`src/rtl/fault_pulse_sequencer.sv`:
```
// Programmable fault-pulse train generator: scaled delay, width, gap and repeat
// count, optional synchronised trigger edge, and a cooldown after each train.
module fault_pulse_sequencer #(
   parameter int   CNT_W       = 16,
   parameter int   NUM_W       = 4,
   parameter int   DELAY_SCALE = 100,
   parameter int   COOLDOWN    = 10000000,
   parameter logic OUT_IDLE    = 1'b1,
   parameter int   SYNC_STAGES = 2
) (
   input  logic             CLOCK_50,
   input  logic             RESET_N,
   input  logic             ARM,
   input  logic             ABORT,
   input  logic [1:0]       TRIG_MODE,
   input  logic             TRIG_IN,
   input  logic [CNT_W-1:0] DELAY,
   input  logic [CNT_W-1:0] WIDTH,
   input  logic [CNT_W-1:0] GAP,
   input  logic [NUM_W-1:0] REPEAT,
   output logic             GLITCH_OUT,
   output logic             BUSY,
   output logic             DONE,
   output logic [NUM_W-1:0] PULSE_CNT
);

   localparam int SCALE_W = $clog2(DELAY_SCALE + 1);
   localparam int D_W     = CNT_W + SCALE_W;
   localparam int CD_W    = (COOLDOWN > 0) ? $clog2(COOLDOWN + 1) : 1;
   localparam int T_W     = (D_W > CD_W) ? D_W : CD_W;
   localparam int SYNC_N  = (SYNC_STAGES < 2) ? 2 : SYNC_STAGES;
   localparam logic [T_W-1:0] CD_LOAD = (COOLDOWN > 0) ? T_W'(COOLDOWN - 1) : '0;

   typedef enum logic [2:0] {
      S_IDLE, S_WAIT_TRIG, S_DELAY, S_PULSE, S_GAP, S_COOLDOWN
   } state_t;

   state_t             state_q, state_d;
   logic [T_W-1:0]     cnt_q, cnt_d;
   logic [NUM_W-1:0]   pcnt_q, pcnt_d, pcnt_base;
   logic               done_q, done_d;
   logic               glitch_q, glitch_d;
   logic [SYNC_N-1:0]  sync_q;
   logic               trig_prev_q;

   logic [1:0]         mode_q, mode_sel;
   logic [CNT_W-1:0]   delay_q, width_q, gap_q, delay_sel, width_sel;
   logic [NUM_W-1:0]   rep_q, rep_eff;
   logic [D_W-1:0]     d_sel;
   logic               arm_go, trig_rise, trig_fall, trig_hit;

   function automatic logic [D_W-1:0] scale_delay(input logic [CNT_W-1:0] d);
      return D_W'(d) * D_W'(DELAY_SCALE);
   endfunction

   // Load value for a countdown of max(v,1) cycles.
   function automatic logic [T_W-1:0] len_m1(input logic [CNT_W-1:0] v);
      return (v == '0) ? '0 : (T_W'(v) - T_W'(1));
   endfunction

   assign arm_go    = (state_q == S_IDLE) && ARM && !ABORT;
   assign mode_sel  = arm_go ? TRIG_MODE : mode_q;
   assign delay_sel = arm_go ? DELAY : delay_q;
   assign width_sel = arm_go ? WIDTH : width_q;
   assign d_sel     = scale_delay(delay_sel);
   assign rep_eff   = (rep_q == '0) ? NUM_W'(1) : rep_q;

   assign trig_rise = sync_q[SYNC_N-1] && !trig_prev_q;
   assign trig_fall = !sync_q[SYNC_N-1] && trig_prev_q;
   assign trig_hit  = ((mode_q == 2'd1) && trig_rise) || ((mode_q == 2'd2) && trig_fall);

   always_comb begin
      state_d = state_q;
      unique case (state_q)
         S_IDLE: begin
            if (arm_go) begin
               if (mode_sel == 2'd1 || mode_sel == 2'd2) state_d = S_WAIT_TRIG;
               else state_d = (d_sel == '0) ? S_PULSE : S_DELAY;
            end
         end
         S_WAIT_TRIG: if (trig_hit) state_d = (d_sel == '0) ? S_PULSE : S_DELAY;
         S_DELAY:     if (cnt_q == '0) state_d = S_PULSE;
         S_PULSE: begin
            if (cnt_q == '0) begin
               if (pcnt_q >= rep_eff) state_d = (COOLDOWN == 0) ? S_IDLE : S_COOLDOWN;
               else state_d = S_GAP;
            end
         end
         S_GAP:       if (cnt_q == '0) state_d = S_PULSE;
         S_COOLDOWN:  if (cnt_q == '0) state_d = S_IDLE;
         default:     state_d = S_IDLE;
      endcase
      if (ABORT && state_q != S_IDLE) state_d = S_IDLE;
   end

   // Counter reloads on every state change and counts down to zero otherwise.
   always_comb begin
      cnt_d = cnt_q;
      if (state_d != state_q) begin
         unique case (state_d)
            S_DELAY:    cnt_d = T_W'(d_sel) - T_W'(1);
            S_PULSE:    cnt_d = len_m1(width_sel);
            S_GAP:      cnt_d = len_m1(gap_q);
            S_COOLDOWN: cnt_d = CD_LOAD;
            default:    cnt_d = '0;
         endcase
      end else if (cnt_q != '0) begin
         cnt_d = cnt_q - T_W'(1);
      end
   end

   always_comb begin
      pcnt_base = arm_go ? '0 : pcnt_q;
      pcnt_d    = pcnt_base;
      if (state_d == S_PULSE && state_q != S_PULSE)
         pcnt_d = (pcnt_base == '1) ? pcnt_base : pcnt_base + NUM_W'(1);
      done_d   = ((state_d == S_COOLDOWN) && (cnt_d == '0)) ||
                 ((state_q == S_PULSE) && (state_d == S_IDLE) && !ABORT);
      glitch_d = (state_d == S_PULSE) ? ~OUT_IDLE : OUT_IDLE;
   end

   always_ff @(posedge CLOCK_50 or negedge RESET_N) begin
      if (!RESET_N) begin
         state_q     <= S_IDLE;
         cnt_q       <= '0;
         pcnt_q      <= '0;
         done_q      <= 1'b0;
         glitch_q    <= OUT_IDLE;
         sync_q      <= '0;
         trig_prev_q <= 1'b0;
      end else begin
         state_q     <= state_d;
         cnt_q       <= cnt_d;
         pcnt_q      <= pcnt_d;
         done_q      <= done_d;
         glitch_q    <= glitch_d;
         sync_q      <= {sync_q[SYNC_N-2:0], TRIG_IN};
         trig_prev_q <= sync_q[SYNC_N-1];
      end
   end

   // Shadow copies of the train configuration, frozen at arm time.
   always_ff @(posedge CLOCK_50) begin
      if (arm_go) begin
         mode_q  <= TRIG_MODE;
         delay_q <= DELAY;
         width_q <= WIDTH;
         gap_q   <= GAP;
         rep_q   <= REPEAT;
      end
   end

   assign GLITCH_OUT = glitch_q;
   assign BUSY       = (state_q != S_IDLE);
   assign DONE       = done_q;
   assign PULSE_CNT  = pcnt_q;

endmodule

```
`config.mk`:
```
export PLATFORM = sky130hd
export DESIGN_NAME = fault_pulse_sequencer
export DESIGN_NICKNAME = d
export VERILOG_FILES = /design/src/rtl/fault_pulse_sequencer.sv
export SDC_FILE = /design/constraint.sdc
export NUM_CORES = 1
export LEC_CHECK = 0
export ABC_CLOCK_PERIOD_IN_PS = 8260
export CELL_PAD_IN_SITES_DETAIL_PLACEMENT = 1
export CELL_PAD_IN_SITES_GLOBAL_PLACEMENT = 2
export CORE_MARGIN = 4
export CORE_UTILIZATION = 30
export DETAILED_ROUTE_END_ITERATION = 16
export PLACE_DENSITY_LB_ADDON = 0.1
export SYNTH_ARGS = -nofsm -noshare
export SYNTH_HDL_FRONTEND = slang
export SYNTH_SLANG_ARGS = --single-unit
```
`constraint.sdc`:
```
create_clock -name CLOCK_50 -period 8.26 [get_ports CLOCK_50]
set_clock_uncertainty 0.15 [all_clocks]
set_input_delay 1.652 -clock CLOCK_50 [delete_from_list [all_inputs] [get_ports CLOCK_50]]
set_output_delay 1.652 -clock CLOCK_50 [all_outputs]
set_load 0.01 [all_outputs]
```
==> flow_summary_export.csv, run 1 <==
group,metric,value,unit
cts,cts_hold_buf,0,
cts,clk_latency,360,ps
synth,synthTopCellsByArea,"dfrtp_1 (12%), ha_1 (11%), dfxtp_1 (9.3%)",
global_routing,grt_overflow,0,
cts,ctsLongestPathBuffers,2,
finish,fin_nets,1079,
die,dieArea,27100,um^2
synth,syn_nets,1009,
placement,numPortBuffers,65,
synth,synth-async-reset-ratio,40.0,%
flow_run,max-cap-violations,0,
sta,slew_headroom,38.2,%
drt,drc,0,
sta,worstMarginPinSlew,927,ps
cts,clockRootBuffer,"clkbuf_16",
global_routing,antenna_found_initial,0,
synth,synthSimpleGateAreaFrac,23.8,%
synth,seq_area_frac_synth,29.7,%
drt,vias_per_cell,5.25,
synth,syn_area,7360,um^2
setup_path,r2r_start,"state_q[0]",
die,core_area,24200,um^2
sta,setup_violations,0,
finish,drive_gt1_share,7.89,%
die,initial_core_util,30.3,%
drt,vias,6698,
synth,yosysTopAreaCell,"dfrtp_1",
global_routing,grt_pass1_vias,7025,
synth,synth_top_family_by_area,"simple AND/OR/NAND/NOR gates",
setup_path,cp.arrival,7930,ps
setup_path,crit_family,"simple AND/OR/NAND/NOR gates",
setup_path,startpoint,"ABORT",
setup_path,reg2regPathDepth,20,
setup_path,critPathKind,"input port to flip-flop",
sta,period_share,94.6,%
synth,synth-compound-area-share,17.6,%
setup_path,path_cells,"clkdlybuf4s50_1, nor2b_1, nand2_2, buf_4, nand2_1, nand2_1, ha_1, ha_1, fa_1, ha_1, a21oi_1, nand2_1, o21a_1, or3_1, a211o_1, a211oi_1, a31o_2, nor2_1, a32o_1, or4_1, nor4_2",
synth,yosysUniqueCellTypes,82,
die,fp.dieW,165,um
finish,multiInputGateArea,4890,um^2
finish,final_util,36.3,%
cts,clk_transition_reported_paths,70,ps
status,outcome,"finished, final reports clean",
setup_path,crit_slowest_cell,"or4_1",
die,rows,57,
placement,gp_congestion,0.832,
finish,final_cells,1275,
setup_path,cp_num_buf_inv,2,
synth,syn_avg_cell_area,8.40,um^2
drt,drt-initial-drc-count,341,
cts,cts_tree,"yes",
sta,min_period,7810,ps
min_path,hold_path_depth,0,
die,io_pins,66,
setup_path,worstPathMaxFanout,14,
setup_path,required,8370,ps
finish,diodes,0,
synth,syn_inst,876,
sta,rsz0062_at_grt,"false",
setup_path,regToRegSetupSlack,1550,ps
synth,synth_top_area_share,11.9,%
setup_path,rr_endpoint,"DONE",
sta,setup_tns,0,ps
drt,first_pass_iters,4,
min_path,hold_class,"flip-flop to flip-flop",
setup_path,end_kind,"flip-flop",
placement,place_hpwl,19.2,mm
synth,synth-xor-area-share,8.33,%
sta,drv_slew,0,
sta,final_hold_viol_count,0,
finish,regArea,2180,um^2
synth,synth_seq_cells,90,
synth,synthAdderAreaFrac,13.7,%
die,fp.dieH,165,um
setup_path,cpPeakStageDelay,550,ps
synth,synth_edf_count,20,
sta,max_freq,128,MHz
setup_path,start_kind,"input port",
drt,postRouteAntennaNets,0,
finish,fill_cells,2910,
synth,yosysWarnings,0,
finish,area_delta_synth_final,19.6,%
global_routing,grt_max_degree,40,
global_routing,grt_usage,17.8,%
drt,wirelength,23.8,mm
cts,clock-sinks,90,
cts,cts_buffers,9,
cts,htree_levels,3,
min_path,worstHoldStart,"sync_q[0]",
placement,dpl.cell_count,1259,
synth,muxShareOfSynthArea,2.64,%
global_routing,grt_pass1_wl,38.2,mm
sta,worst_slack,449,ps
synth,synth_ff_type,"dfrtp_1",
placement,place_ws,-19.1,ps
drt,wl_per_cell,18.7,um
min_path,min_to,"sync_q[1]",
-- cell families after synthesis --
group,Yosys count
DFF,90
xor gates and xnor gates,70
adders and majority gates,74
AOI/OAI and AO/OA,193
and+or+nand+nor,351
buffers and inverters,79
muxes,19
-- placed cells by master, fill, tap and decap left out, drive strengths merged, types with 6 or more instances in the layout --
| cell type | synthesis | routed |
|---|---|---|
| a211oi | 9 | 9 |
| a21o | 12 | 12 |
| a21oi | 43 | 43 |
| a31oi | 8 | 8 |
| and2 | 6 | 6 |
| and3 | 7 | 7 |
| buf | 11 | 27 |
| clkbuf | 21 | 10 |
| clkdlybuf4s50 | 0 | 64 |
| dfrtp | 35 | 35 |
| dfxtp | 34 | 34 |
| edfxtp | 20 | 20 |
| fa | 11 | 11 |
| ha | 63 | 63 |
| inv | 47 | 47 |
| mux2i | 16 | 16 |
| nand2 | 128 | 128 |
| nand2b | 6 | 6 |
| nand3 | 18 | 18 |
| nand4 | 7 | 7 |
| nor2 | 61 | 61 |
| nor2b | 7 | 7 |
| nor3 | 42 | 42 |
| nor4 | 18 | 18 |
| o211ai | 17 | 17 |
| o21ai | 41 | 41 |
| o22ai | 12 | 12 |
| o31ai | 6 | 6 |
| or2 | 7 | 7 |
| or3 | 15 | 15 |
| or4 | 10 | 10 |
| xnor2 | 38 | 38 |
| xor2 | 32 | 32 |
-- stage by stage --
stage          hold slack [ps]  cell area, um^2
2_1_floorplan              181             7360
3_3_place_gp               182             8470
3_5_place_dp               191             8470
4_1_cts                    208             8780
5_1_grt                    215             8800
6_report                   207             8800
-- registers in the layout, indices dropped and copies added (netlist names) --
signal	flops
gap_q	16
state_q	3
cnt_q	24
mode_q	2
sync_q	2
trig_prev_q	1
DONE	1
PULSE_CNT	4
GLITCH_OUT	1
width_q	16
rep_q	4
delay_q	16
-- final cells by class --
class | count | area share (%)
clock buffer | 10 | 2.60
clock inverter | 6 | 0.924
inverter | 47 | 2.00
multi-input combinational | 707 | 55.5
sequential | 90 | 24.8
tap | 324 | 4.61
timing repair buffer | 91 | 9.55
-- per-layer routing --
layer | GRT usage (%) | vias up | share of wire, %
met2 | 30.2 | 68 | 48
met5 | 0 | - | 0
met4 | 4.61 | 0 | 1.3
li1 | - | 3301 | -
met3 | 2.00 | 16 | 2.1
met1 | 24.2 | 3313 | 48
-- synthesized netlist by cell type, types with 8 or more instances --
cell      instances
edfxtp_1         20
nor2_1           61
nand2_1         128
xor2_1           32
nand3_1          18
dfxtp_1          34
nor4_1           16
ha_1             63
xnor2_1          38
a31oi_1           8
o211ai_1         17
o22ai_1          12
a21o_1           12
dfrtp_1          35
nor3_1           39
a211oi_1          8
mux2i_1          16
a21oi_1          43
o21ai_0          37
clkbuf_1         21
or3_1            15
fa_1             11
inv_1            44
-- how the worst max path moves through the flow --
stage,slack [ps],endpoint,cells after the start
4_1_cts,340,DONE,24
6_report,450,DONE,21
3_3_place_gp,130,DONE,21
5_1_grt,70,DONE,23
2_1_floorplan,100,DONE,28
3_5_place_dp,-20,DONE,24
-- what timing repair did --
action                                  in CTS  in global routing
resized for setup                            0                  4
endpoints found under the setup margin       0                  1
buffers inserted                             0                  0
Power of run 1 is not shown: default switching activity piles up to over one toggle a cycle in this logic, so the estimate is an artifact.
==> run 2: changes to the inputs <==
Settings changed: CTS_BUF_LIST from default to sky130_fd_sc_hd__clkbuf_2, SKIP_LAST_GASP from default to 1.
==> run 2 against run 1 <==
Against the previous run: routed wire length fell by 0.83%; first-iteration DRC count is 7.9% lower; sequential share of layout area grew 0.56 points; critical path depth stayed put; global-route usage is 0.17 points lower; via count fell by 0.69%; design area is 2.2% lower; maximum frequency up 2.4%; hold slack gained 37 ps; setup slack better by 190 ps; non-clock buffer count is the same; highest routed layer unchanged.
==> flow_summary_export.csv, run 2 (synthesized netlist as in run 1, its figures left out) <==
group,metric,value,unit
global_routing,grt_pass1_vias,6981,
sta,fin_hold_ws,244,ps
finish,largest_reg_flops,24,
placement,numPortBuffers,65,
cts,clockRootBuffer,"clkbuf_2",
cts,cts_buffers,9,
setup_path,rr_endpoint,"DONE",
sta,rsz0062_at_grt,"false",
die,fp.dieH,165,um
sta,min_period,7620,ps
setup_path,startpoint,"ABORT",
die,initial_core_util,30.3,%
setup_path,regToRegSetupSlack,1470,ps
cts,ctsLongestPathBuffers,2,
sta,final_hold_viol_count,0,
setup_path,endpoint,"DONE",
die,fp.dieW,165,um
cts,cts_tree,"yes",
die,rows,57,
global_routing,grt_max_degree,40,
cts,htree_levels,3,
sta,max_freq,131,MHz
finish,largest_register,"cnt_q",
setup_path,reg2regPathDepth,20,
cts,cts_resized,0,
sta,drv_slew,0,
cts,clk_transition_reported_paths,260,ps
drt,drt-initial-drc-count,314,
drt,wirelength,23.7,mm
setup_path,critPathKind,"input port to flip-flop",
global_routing,grt_overflow,0,
cts,cts_setup_buffers,0,
drt,wl_per_cell,18.5,um
sta,setup_violations,0,
setup_path,worstPathMaxFanout,14,
drt,vias,6652,
sta,period_share,92.3,%
drt,first_pass_iters,4,
setup_path,end_kind,"flip-flop",
die,core_area,24200,um^2
setup_path,cp.arrival,8020,ps
finish,final_cells,1276,
sta,worstMarginPinSlew,935,ps
min_path,hold_class,"flip-flop to flip-flop",
finish,final_cell_mix,"nand2_1 (127), clkdlybuf4s50_1 (64), ha_1 (63), nor2_1 (61), inv_1 (44)",
die,dieArea,27100,um^2
status,outcome,"finished, final reports clean",
drt,vias_per_cell,5.21,
setup_path,required,8660,ps
finish,final_common_cell,"nand2_1",
finish,fin_nets,1079,
cts,clock-sinks,90,
drt,drc,0,
finish,drive_gt1_share,7.68,%
placement,place_hpwl,19.2,mm
cts,clk_latency,630,ps
global_routing,grt_pass1_wl,38.0,mm
sta,slew_headroom,37.7,%
flow_run,max-cap-violations,0,
placement,dpl.cell_count,1259,
placement,gp_congestion,0.832,
global_routing,antenna_found_initial,1,
finish,final_util,35.5,%
cts,cts_hold_buf,0,
drt,postRouteAntennaNets,0,
setup_path,start_kind,"input port",
finish,area_delta_synth_final,17.0,%
die,io_pins,66,
global_routing,grt_usage,17.6,%
setup_path,r2r_start,"state_q[2]",
run 2: through the flow:
| stage | TNS (ps) | cell area (um^2) | setup WS [ps] |
|---|---|---|---|
| 2_1_floorplan | 0 | 7360 | 101 |
| 3_3_place_gp | 0 | 8470 | 130 |
| 3_5_place_dp | -19.1 | 8470 | -19.1 |
| 4_1_cts | 0 | 8600 | 661 |
| 5_1_grt | 0 | 8610 | 160 |
| 6_report | 0 | 8610 | 636 |
run 2: final cells by class:
class	instances	area, um^2
sequential	90	2180
timing repair buffer	91	841
inverter	47	176
antenna	1	2.50
clock inverter	6	81.3
tap	324	405
multi-input combinational	707	4870
fill	2923	15600
clock buffer	10	50.0
run 2: how the worst min path moves through the flow:
stage | start | to | slack (ps) | cells past startpoint
floorplan | sync_q[0] | sync_q[1] | 180 | 0
global placement | sync_q[0] | sync_q[1] | 180 | 0
detailed placement | sync_q[0] | sync_q[1] | 190 | 0
CTS | sync_q[0] | sync_q[1] | 250 | 0
global route | sync_q[0] | sync_q[1] | 250 | 0
finish | sync_q[0] | sync_q[1] | 240 | 0
run 2: critical path: stages:
cell	delay [ps]
clkdlybuf4s50_1	550
nor2b_1	240
nand2_2	130
buf_4	230
nand2_1	80
nand2_1	120
ha_1	340
ha_1	320
fa_1	460
ha_1	360
a21oi_1	300
nand2_1	220
o21a_1	300
or3_1	420
a211oi_1	410
o211ai_1	220
nor4b_1	390
xor2_1	140
a32o_1	300
or4_1	550
nor4_2	280
run 2: routing by layer:
layer	track usage (%)	up-vias	routed length [um]
met5	0	-	0
met4	3.06	0	157
met3	2.20	8	503
met2	30.2	56	11500
met1	24.2	3278	11500
li1	-	3310	-
Power of run 2 is left out for the same reason.
